==> src/rtl/imem_loader.sv <==
// imem_loader: turns a length-prefixed byte stream into sequential 32-bit instruction-memory writes,
// holding the CPU while an image is being loaded.
module imem_loader #(
    parameter int DEPTH = 32,
    parameter int CNT_W = 16
) (
    input  logic             clk,
    input  logic             rst_n,
    input  logic             start,
    input  logic             byte_valid,
    input  logic [7:0]       byte_data,
    output logic             byte_ready,
    output logic             mem_write,
    output logic [31:0]      mem_addr,
    output logic [31:0]      mem_data,
    output logic             cpu_hold,
    output logic             busy,
    output logic             done,
    output logic             error,
    output logic [CNT_W-1:0] words_loaded
);
    typedef enum logic [2:0] {IDLE, HDR0, HDR1, DATA, WRITE, DONE, ERR} state_t;

    state_t             state_q, state_d;
    logic [CNT_W-1:0]   n_q, n_d, cnt_q, cnt_d;
    logic [1:0]         lane_q, lane_d;
    logic [23:0]        buf_q, buf_d;
    logic [31:0]        addr_q, addr_d, data_q, data_d;
    logic               xfer, restart;
    logic [CNT_W-1:0]   hdr, cnt_inc;

    assign xfer    = byte_valid && byte_ready;
    assign restart = start && (state_q == IDLE || state_q == DONE || state_q == ERR);
    assign hdr     = CNT_W'({byte_data, n_q[7:0]});
    assign cnt_inc = cnt_q + CNT_W'(1);

    always_ff @(posedge clk or negedge rst_n) begin
        if (!rst_n) state_q <= IDLE;
        else        state_q <= state_d;
    end

    always_comb begin
        state_d = state_q;
        case (state_q)
            IDLE, DONE, ERR: state_d = start ? HDR0 : state_q;
            HDR0:  state_d = xfer ? HDR1 : HDR0;
            HDR1:  state_d = !xfer ? HDR1 :
                             (hdr == '0) ? DONE :
                             (hdr > CNT_W'(DEPTH)) ? ERR : DATA;
            DATA:  state_d = (xfer && lane_q == 2'd3) ? WRITE : DATA;
            WRITE: state_d = (cnt_inc == n_q) ? DONE : DATA;
            default: state_d = IDLE;
        endcase
    end

    always_comb begin
        byte_ready = 1'b0;
        mem_write  = 1'b0;
        busy       = 1'b0;
        done       = 1'b0;
        error      = 1'b0;
        cpu_hold   = 1'b0;
        case (state_q)
            HDR0, HDR1, DATA: begin
                byte_ready = 1'b1;
                busy       = 1'b1;
                cpu_hold   = 1'b1;
            end
            WRITE: begin
                mem_write = 1'b1;
                busy      = 1'b1;
                cpu_hold  = 1'b1;
            end
            DONE: done = 1'b1;
            ERR: begin
                error    = 1'b1;
                cpu_hold = 1'b1;
            end
            default: ;
        endcase
    end

    // Address/data are captured with the 4th byte so they stay stable after the write strobe.
    always_comb begin
        n_d    = n_q;
        cnt_d  = restart ? '0 : cnt_q;
        lane_d = restart ? 2'd0 : lane_q;
        buf_d  = buf_q;
        addr_d = addr_q;
        data_d = data_q;
        if (xfer && state_q == HDR0) n_d[7:0] = byte_data;
        if (xfer && state_q == HDR1) n_d = hdr;
        if (xfer && state_q == DATA) begin
            lane_d       = lane_q + 2'd1;
            buf_d[7:0]   = (lane_q == 2'd0) ? byte_data : buf_q[7:0];
            buf_d[15:8]  = (lane_q == 2'd1) ? byte_data : buf_q[15:8];
            buf_d[23:16] = (lane_q == 2'd2) ? byte_data : buf_q[23:16];
            addr_d       = (lane_q == 2'd3) ? 32'(cnt_q) : addr_q;
            data_d       = (lane_q == 2'd3) ? {byte_data, buf_q} : data_q;
        end
        if (state_q == WRITE) cnt_d = cnt_inc;
    end

    always_ff @(posedge clk or negedge rst_n) begin
        if (!rst_n) begin
            n_q    <= '0;
            cnt_q  <= '0;
            lane_q <= '0;
            buf_q  <= '0;
            addr_q <= '0;
            data_q <= '0;
        end else begin
            n_q    <= n_d;
            cnt_q  <= cnt_d;
            lane_q <= lane_d;
            buf_q  <= buf_d;
            addr_q <= addr_d;
            data_q <= data_d;
        end
    end

    assign mem_addr     = addr_q;
    assign mem_data     = data_q;
    assign words_loaded = cnt_q;
endmodule

==> config.mk <==
export PLATFORM = sky130hd
export DESIGN_NAME = imem_loader
export DESIGN_NICKNAME = d
export VERILOG_FILES = /design/src/rtl/imem_loader.sv
export SDC_FILE = /design/constraint.sdc
export NUM_CORES = 1
export LEC_CHECK = 0
export BUFFER_PORTS_ARGS = -buffer_cell sky130_fd_sc_hd__buf_4
export CORE_ASPECT_RATIO = 0.75
export CORE_MARGIN = 2
export CORE_UTILIZATION = 35
export CTS_CLUSTER_DIAMETER = 40
export DETAILED_ROUTE_END_ITERATION = 10
export GPL_TIMING_DRIVEN = 1
export SYNTH_ARGS = -nofsm -noshare
export SYNTH_HDL_FRONTEND = slang
export SYNTH_SLANG_ARGS = --single-unit
==> constraint.sdc <==
create_clock -name clk -period 2.5 [get_ports clk]
set_input_delay 0.125 -clock clk [delete_from_list [all_inputs] [get_ports clk]]
set_output_delay 0.125 -clock clk [all_outputs]
set_load 0.005 [all_outputs]
==> results.py, run 1 <==
metrics = {
    "routing": {
        "drtIter0Drc": 317,
        "totalWireLength_um": 12700,
        "dr_total_vias": 3753,
        "routed_via_density": 5.14,
        "drc": 0,
        "ant_nets": 0,
        "drtPass1Iterations": 5,
        "wl_per_cell_um": 17.4,
    },
    "power_and_ir_drop": {
        "power_frac_seq": 0.446,
        "powerDensity_nw_per_um2": 953,
        "power_frac_clock": 0.242,
        "p_leak_nw": 3.05,
        "power_frac_comb": 0.312,
        "internal-power_mw": 4.17,
        "p_sw_mw": 1.92,
        "switching_share": 0.315,
        "peakVddDrop_v": 0.000372,
    },
    "yosys": {
        "synth_xor_area_frac": 0.0268,
        "synth_mux_area_frac": 0.187,
        "syn_area_per_cell_um2": 11.8,
        "synth_compound_area_frac": 0.0917,
        "synthSimpleGateAreaFrac": 0.111,
        "synthCells": 441,
        "synth_edf_count": 0,
        "yosysSeqAreaShare": 0.522,
        "syn_area_um2": 5220,
        "yosysWarningCount": 0,
        "yosys_register_bits": 109,
        "synth_top_family_by_area": "multiplexers",
        "ys_types": 55,
        "async_flop_share": 1.00,
        "yosys.area_share.adder": 0.0120,
        "synth_flop_cell": "dfrtp_1",
    },
    "global_route": {
        "grt_pass1_wl_um": 20500,
        "grt_overflow": 0,
        "grt_use_total": 0.168,
        "antenna_found_initial": 0,
        "grt_pass1_vias": 3844,
        "grt_max_degree": 110,
    },
    "setup_path": {
        "worstPathRequired_ps": 2810,
        "worstPathArrival_ps": 2630,
        "path_cells": "buf_4, and4_2, and4_1, mux2i_1, o2111ai_1, a2111oi_4, a21o_1",
        "critical_path_buf_inv_count": 1,
        "reg2regPathDepth": 7,
        "crit_cells": 7,
        "critPathKind": "flip-flop to flip-flop",
        "path_delay_family": "compound AO/OA/AOI/OAI gates",
        "cpPeakStageDelay_ps": 400,
        "cp_slowest_cell": "dfrtp_1",
        "cp_max_fo": 8,
        "end_kind": "flip-flop",
        "critPathLaunchType": "flip-flop",
    },
    "placement": {
        "post_dp_cell_area_um2": 6060,
        "portBuffers": 81,
        "dp_slack_ps": 72.3,
        "gp_congestion": 0.903,
        "dp_hpwl_um": 8750,
    },
    "layout": {
        "area_delta_synth_final_pct": 22.3,
        "num-fill-cells": 1388,
        "layout-drive-gt1-share": 0.391,
        "fin_area_um2": 6390,
        "diodes": 0,
        "nNetsFinal": 542,
    },
    "timing": {
        "setup_viol": 0,
        "fin_tns_setup_ps": 0,
        "final.min_clock_period_ps": 2320,
        "slew_headroom": 0.562,
        "holdWs_ps": 53.4,
        "worstMarginPinSlew_ps": 656,
        "setup_slack_ps": 180,
        "fin_crit_sh": 0.928,
        "hold_violations": 0,
        "skew_ps": 11.4,
        "slew_violations": 0,
        "rsz0062_at_grt": "false",
        "fmax_mhz": 431,
    },
    "clocking": {
        "clockRootBuffer": "clkbuf_16",
        "cts_buffers": 9,
        "clk_pin_slew_worst_paths_ps": 80,
        "cts.sinks": 109,
        "postCtsSetupBuffers": 0,
        "cts_tree": "done",
        "clk_path_buf_depth": 2,
        "htree_levels": 3,
        "clk_latency_ps": 360,
    },
    "flow_run": {
        "drv_cap": 0,
    },
    "floorplan": {
        "coreArea_um2": 14500,
        "io_pins": 98,
        "dieArea_um2": 15900,
        "die_w_um": 145,
        "die_y_um": 110,
        "start_util": 0.359,
        "rows": 38,
    },
    "outcome": {
        "status": "finished clean",
    },
    "hold_path": {
        "holdPathStages": 3,
        "hold_class": "input pin to flip-flop",
    },
}
-- cell usage after synthesis (5+ instances only) --
cell type	count	share of area
dfrtp_1	109	0.52
nand2_1	24	0.017
ha_1	5	0.012
xnor2_1	10	0.017
and2_1	5	0.0060
nor2_1	19	0.014
o21ai_0	33	0.032
o41ai_1	5	0.0084
nand3_1	9	0.0086
inv_1	7	0.0050
o31ai_1	9	0.013
xor2_1	6	0.010
a21oi_1	5	0.0048
buf_4	17	0.024
clkbuf_1	15	0.011
mux2_2	84	0.18
nor2b_1	6	0.0072
-- placed cells by master (no fill, tap or decap), types with 5 or more instances in the layout --
master / Yosys / layout
dfrtp_1: 109 / 108
buf_4: 17 / 95
mux2_2: 84 / 84
o21ai_0: 33 / 33
nand2_1: 24 / 23
nor2_1: 19 / 18
conb_1: 1 / 16
xnor2_1: 10 / 10
o31ai_1: 9 / 9
nand3_1: 9 / 9
clkbuf_16: 0 / 9
inv_1: 7 / 7
nor2b_1: 6 / 6
xor2_1: 6 / 6
and2_1: 5 / 5
a21oi_1: 5 / 5
o41ai_1: 5 / 5
-- layer usage --
layer	track usage	share of wire	wire (um)
met1	0.216	0.45	5720
met2	0.272	0.47	5950
met4	0.0679	0.018	233
met5	0	0	0
met3	0.0485	0.060	766
-- final cells by class --
class,count,area (um^2),share of cell area
Multi-Input combinational cell,299,2320,0.363
Sequential cell,109,2730,0.427
Inverter,8,30.0,0.00470
Timing Repair Buffer,98,763,0.119
Clock buffer,10,229,0.0358
Tap cell,200,250,0.0392
Clock inverter,6,70.1,0.0110
-- power by group through the flow --
stage                     Clock [mW]  Sequential, mW  Combinational (mW)
after floorplan                    0            2.63                1.19
after global placement             0            2.72                1.84
after detailed placement           0            2.75                1.90
after CTS                       1.51            2.72                1.91
after global routing            1.58            2.81                2.10
final                           1.47            2.72                1.90
-- per-stage QoR --
| stage | utilization | power (mW) | cells |
|---|---|---|---|
| 2_1_floorplan | - | 3.83 | 456 |
| 3_3_place_gp | 0.417 | 4.55 | 713 |
| 3_5_place_dp | 0.417 | 4.65 | 713 |
| 4_1_cts | 0.438 | 6.14 | 730 |
| 5_1_grt | 0.439 | 6.49 | 730 |
| 6_report | 0.439 | 6.09 | 730 |
-- cell families after synthesis --
group           after synthesis
buf+inv                      48
xor+xnor                     16
compound gates               73
mux                          87
other cells                   1
simple gates                102
flops                       109
fa+ha+maj                     5
-- what timing repair did --
item / CTS / global route
hold endpoints to repair: 109 / 0
hold buffers: 1 / 0
gates resized for setup: 0 / 5
endpoints found under the setup margin: 0 / 3
-- worst min-delay path, stage by stage --
cell and delay [ps]:
buf_4 100, a22oi_1 70, o21ai_0 70
-- flip-flops by register name, indices dropped and copies added (netlist names) --
signal / count
lane_q: 2
mem_addr: 16
buf_q: 24
words_loaded: 16
n_q: 16
state_q: 3
mem_data: 32
-- worst paths after layout --
| check | slack (ps) | from | end |
|---|---|---|---|
| max | 180 | words_loaded[0] | state_q[2] |
| min | 50 | start | state_q[0] |
| max reg2reg | 180 | words_loaded[0] | state_q[2] |
| min reg2reg | 490 | mem_addr[13] | mem_addr[13] |
| max in group asynchronous | 1660 | rst_n | mem_addr[10] |
| min in group asynchronous | 360 | rst_n | mem_data[10] |
Power figures use the tool's default switching activity.
==> run 2, diff against run 1 <==
- GPL_TIMING_DRIVEN: 1 -> 0
- clock period: 2.5 -> 2.57 ns (I/O delays scaled with it)
==> run 2 against run 1 <==
Against the previous run: non-clock buffer count grew 26; register-to-register slack lost 90 ps; sequential cell count is the same; power shrank 1.0%; critical path depth is the same; worst hold slack gained 1.1 ps; critical path type unchanged; critical endpoint is now state_q[1]; largest cell class unchanged; highest routed layer unchanged.
==> results.py, run 2 (synthesized netlist as in run 1, its figures left out) <==
metrics = {
    "power_and_ir_drop": {
        "peakVddDrop_v": 0.000387,
        "p_leak_nw": 3.15,
        "power.total_mw": 6.02,
        "powerDensity_nw_per_um2": 917,
    },
    "timing": {
        "skew_ps": 7.21,
        "fmax_mhz": 403,
        "slew_headroom": 0.501,
        "slew_violations": 0,
        "final.min_clock_period_ps": 2480,
        "worstMarginPinSlew_ps": 748,
        "hold_violations": 0,
        "fin_crit_sh": 0.966,
        "setup_viol": 0,
        "holdWs_ps": 54.5,
    },
    "clocking": {
        "clockRootBuffer": "clkbuf_16",
        "cts_buffers": 9,
        "clk_path_buf_depth": 2,
        "cts_tree": "done",
        "clk_latency_ps": 350,
        "htree_levels": 3,
        "cts.sinks": 109,
        "clk_pin_slew_worst_paths_ps": 80,
    },
    "global_route": {
        "grt_pass1_wl_um": 21100,
        "antenna_found_initial": 0,
        "grt_pass1_vias": 3876,
        "grt_overflow": 0,
        "grt_use_total": 0.171,
        "grt_max_degree": 110,
    },
    "layout": {
        "final_cell_count_no_fill": 756,
        "final_cell_mix": "108 x dfrtp_1, 99 x buf_4, 84 x mux2_2",
        "layout-drive-gt1-share": 0.399,
        "area_delta_synth_final_pct": 25.8,
        "final_util": 0.452,
        "fin_area_um2": 6570,
        "nNetsFinal": 568,
        "diodes": 0,
        "mostFrequentLayoutCell": "dfrtp_1",
        "largest_register_ffs": 32,
    },
    "floorplan": {
        "io_pins": 98,
        "dieArea_um2": 15900,
        "rows": 38,
        "die_y_um": 110,
        "start_util": 0.359,
        "die_w_um": 145,
        "coreArea_um2": 14500,
    },
    "setup_path": {
        "critPathKind": "flip-flop to flip-flop",
        "timing.rr.start": "words_loaded[2]",
        "end_kind": "flip-flop",
        "worstPathArrival_ps": 2700,
        "worstPathRequired_ps": 2780,
        "cp_max_fo": 10,
        "critPathLaunch": "words_loaded[2]",
        "critPathLaunchType": "flip-flop",
    },
    "routing": {
        "dr_total_vias": 3858,
        "ant_nets": 0,
        "totalWireLength_um": 13300,
        "drc": 0,
        "routed_via_density": 5.10,
        "drtPass1Iterations": 4,
        "drtIter0Drc": 265,
        "wl_per_cell_um": 17.5,
    },
    "placement": {
        "post_dp_cell_area_um2": 6140,
        "portBuffers": 81,
        "dpl.cell_count": 737,
        "gp_congestion": 0.841,
        "dp_hpwl_um": 9210,
    },
    "flow_run": {
        "drv_cap": 0,
    },
    "outcome": {
        "status": "finished clean",
    },
    "hold_path": {
        "min_from": "start",
        "hold_class": "input pin to flip-flop",
    },
}
run 2: changes by cell type in the layout (fill, tap and decap cells not counted), moves of 2 or more:
cell / before / now
buf_4: 95 / 99
buf_1: 0 / 4
buf_6: 0 / 2
clkbuf_1: 1 / 12
buf_12: 2 / 0
inv_8: 0 / 2
buf_2: 0 / 3
clkbuf_2: 0 / 2
run 2: path summary, 6_finish.rpt:
check                      slack (ps)  cells after the start              end
min in group asynchronous         310                      2     mem_data[14]
setup reg to reg                   90                      7       state_q[1]
hold reg to reg                   480                      2     mem_addr[13]
hold / removal                     50                      3       state_q[0]
max in group asynchronous        1590                      3  words_loaded[9]
setup / recovery                   90                      7       state_q[1]
run 2: worst max-delay path: stages, from the launching register on:
cell and delay [ps]:
dfrtp_1 480, clkbuf_2 210, nor2b_1 150, or3_1 390
a311oi_4 400, o2111ai_1 280, a2111oi_4 350, o21ai_1 90
run 2: area by class of cell:
cell class                 count  area, um^2
inverter                       8        31.3
tap                          200         250
multi-input combinational    299        2360
buffer                        39         224
clock buffer                   9         225
timing repair buffer          85         664
clock inverter                 7        87.6
fill                        1392        7980
sequential                   109        2730
run 2: layer usage:
metal | global-route usage | wire length [um] | vias up | part of all wire
met4 | 0.0406 | 110 | 0 | 0.0083
li1 | - | - | 1783 | -
met3 | 0.0369 | 730 | 11 | 0.055
met2 | 0.270 | 6130 | 99 | 0.46
met5 | 0 | 0 | - | 0
met1 | 0.243 | 6290 | 1965 | 0.47
run 2: where the power goes:
group	internal (mW)	total [mW]	switching (mW)
clock	0.782	1.47	0.684
combinational	1.06	1.94	0.883
sequential	2.25	2.62	0.370
total	4.09	6.02	1.94
run 2: what timing repair did:
action	CTS	global route
buffers inserted	0	2
resized for setup	5	12
pin swaps	0	1
hold buffers	0	1
endpoints found under the hold margin	0	53
endpoints found under the setup margin	12	12
run 2: per-stage QoR:
step | setup TNS [ps] | setup slack, ps
after floorplan | 0 | 275
after global placement | -2160 | -234
after detailed placement | -2410 | -244
after CTS | 0 | 1.55
after global routing | -85.8 | -35.2
final | 0 | 88.6
==> run 3, diff against run 2 <==
- CORE_UTILIZATION: 35 -> 54
- PLACE_DENSITY_LB_ADDON: unset -> 0.08
==> run 3 against run 2 <==
Against the previous run: global-route usage up 6.5 points; critical path type unchanged; clock skew fell by 0.82 ps; largest power group unchanged; final cell count is 9.4% lower; sequential cell count is the same; register-to-register slack got worse by 40 ps; highest routed layer unchanged; clock power is 11% lower; via count down 1.7%; worst hold slack improved by 12 ps; largest cell class unchanged; critical endpoint unchanged.
==> results.py, run 3 (synthesized netlist as in run 1, its figures left out) <==
metrics = {
    "setup_path": {
        "rr_endpoint": "state_q[1]",
        "cp_slowest_cell": "dfrtp_2",
        "path_cells": "ha_2, nand3_2, or2_1, buf_6, o41ai_1, o2111ai_1, a2111oi_4, o21ai_1",
        "end_kind": "flip-flop",
        "cp_max_fo": 8,
        "r2r_slack_ps": 50,
        "critPathKind": "flip-flop to flip-flop",
        "worstPathArrival_ps": 2730,
        "critPathLaunch": "words_loaded[1]",
        "worstPathRequired_ps": 2780,
        "cp-endpoint": "state_q[1]",
        "reg2regPathDepth": 8,
        "cpPeakStageDelay_ps": 440,
        "critPathLaunchType": "flip-flop",
        "timing.rr.start": "words_loaded[1]",
    },
    "floorplan": {
        "io_pins": 98,
        "die_y_um": 89.2,
        "rows": 31,
        "dieArea_um2": 10500,
        "start_util": 0.547,
        "coreArea_um2": 9540,
        "die_w_um": 118,
    },
    "timing": {
        "fmax_mhz": 397,
        "setup_viol": 0,
        "slew_violations": 0,
        "hold_violations": 0,
        "slew_headroom": 0.590,
        "fin_crit_sh": 0.980,
        "rsz0062_at_grt": "true",
        "setup_slack_ps": 52.1,
        "worstMarginPinSlew_ps": 616,
        "skew_ps": 6.40,
        "final.min_clock_period_ps": 2520,
    },
    "layout": {
        "final_cell_mix": "108 x dfrtp_1, 97 x buf_4, 84 x mux2_2",
        "area_delta_synth_final_pct": 22.7,
        "final_util": 0.672,
        "diodes": 0,
        "nNetsFinal": 566,
        "layout-drive-gt1-share": 0.394,
        "largest_register_ffs": 32,
        "mostFrequentLayoutCell": "dfrtp_1",
    },
    "global_route": {
        "grt_use_total": 0.236,
        "grt_overflow": 0,
        "grt_max_degree": 110,
        "grt_pass1_wl_um": 18900,
        "antenna_found_initial": 0,
        "grt_pass1_vias": 3592,
    },
    "power_and_ir_drop": {
        "p_leak_nw": 3.12,
        "peakVddDrop_v": 0.000563,
        "powerDensity_nw_per_um2": 907,
    },
    "clocking": {
        "cts_buffers": 9,
        "clk_pin_slew_worst_paths_ps": 70,
        "clk_path_buf_depth": 2,
        "htree_levels": 3,
        "clk_latency_ps": 340,
        "clockRootBuffer": "clkbuf_16",
        "postCtsSetupBuffers": 0,
        "cts_tree": "done",
        "cts.sinks": 109,
    },
    "routing": {
        "routed_via_density": 5.54,
        "totalWireLength_um": 11900,
        "ant_nets": 0,
        "drtIter0Drc": 248,
        "drc": 0,
        "drtPass1Iterations": 5,
        "dr_total_vias": 3792,
        "wl_per_cell_um": 17.3,
    },
    "placement": {
        "dp_slack_ps": -127,
        "dp_hpwl_um": 8360,
        "gp_congestion": 0.868,
        "portBuffers": 81,
    },
    "hold_path": {
        "min_from": "start",
        "hold_class": "input pin to flip-flop",
    },
    "outcome": {
        "status": "finished clean",
    },
    "flow_run": {
        "drv_cap": 0,
    },
}
run 3: cell types whose count changed in the layout (fill, tap and decap cells not counted), sizes merged:
| cell | change |
|---|---|
| buf | -2 |
| bufinv | -1 |
| clkbuf | +1 |
| clkinv | -2 |
| clkinvlp | +2 |
| inv | -1 |
run 3: worst min-delay path by stage:
stage                            end  slack, ps  depth (start not counted)
after floorplan             buf_q[0]       -170                          0
after global placement    state_q[0]        410                          3
after detailed placement  state_q[0]        410                          3
after CTS                 state_q[0]         50                          3
after global routing      state_q[0]         80                          3
final                     state_q[0]         70                          3
run 3: repair_timing:
item,in CTS,in global routing
endpoints found under the hold margin,0,42
hold buffers,0,1
gates resized for setup,2,10
endpoints found under the setup margin,10,12
run 3: layout make-up:
class	instances	area [um^2]
Sequential cell	109	2730
Multi-Input combinational cell	299	2330
Timing Repair Buffer	83	649
Fill cell	789	3130
Tap cell	132	165
Buffer	39	224
Clock buffer	10	239
Inverter	8	33.8
Clock inverter	5	41.3
run 3: power breakdown:
part	internal, mW	switching, mW	total (mW)	leakage (nW)
Sequential	2.25	0.372	2.62	1.44
Clock	0.691	0.622	1.31	0.137
Combinational	1.04	0.837	1.88	1.54
run 3: per-stage QoR:
stage | total power, mW | hold WS, ps | instances | instance area (um^2) | setup TNS (ps)
2_1_floorplan | 3.72 | -167 | 456 | 5280 | 0
3_3_place_gp | 4.39 | 411 | 669 | 6050 | -915
3_5_place_dp | 4.48 | 413 | 669 | 6050 | -784
4_1_cts | 5.82 | 54.1 | 684 | 6340 | 0
5_1_grt | 6.18 | 79.6 | 685 | 6410 | -91.5
6_report | 5.81 | 66.2 | 685 | 6410 | 0
run 3: layer usage:
layer / GRT usage / wire length, um / share of wire
met1: 0.335 / 5600 / 0.47
met2: 0.367 / 5380 / 0.45
met3: 0.0599 / 755 / 0.064
met4: 0.0646 / 131 / 0.011
met5: 0 / 0 / 0
run 3: critical path: cells and delay by family, from the launching register on:
| kind | cells | cell delay, ps |
|---|---|---|
| fa+ha+maj | 1 | 280 |
| buf+inv | 1 | 140 |
| compound gates | 4 | 1090 |
| flops | 1 | 440 |
| simple gates | 2 | 430 |
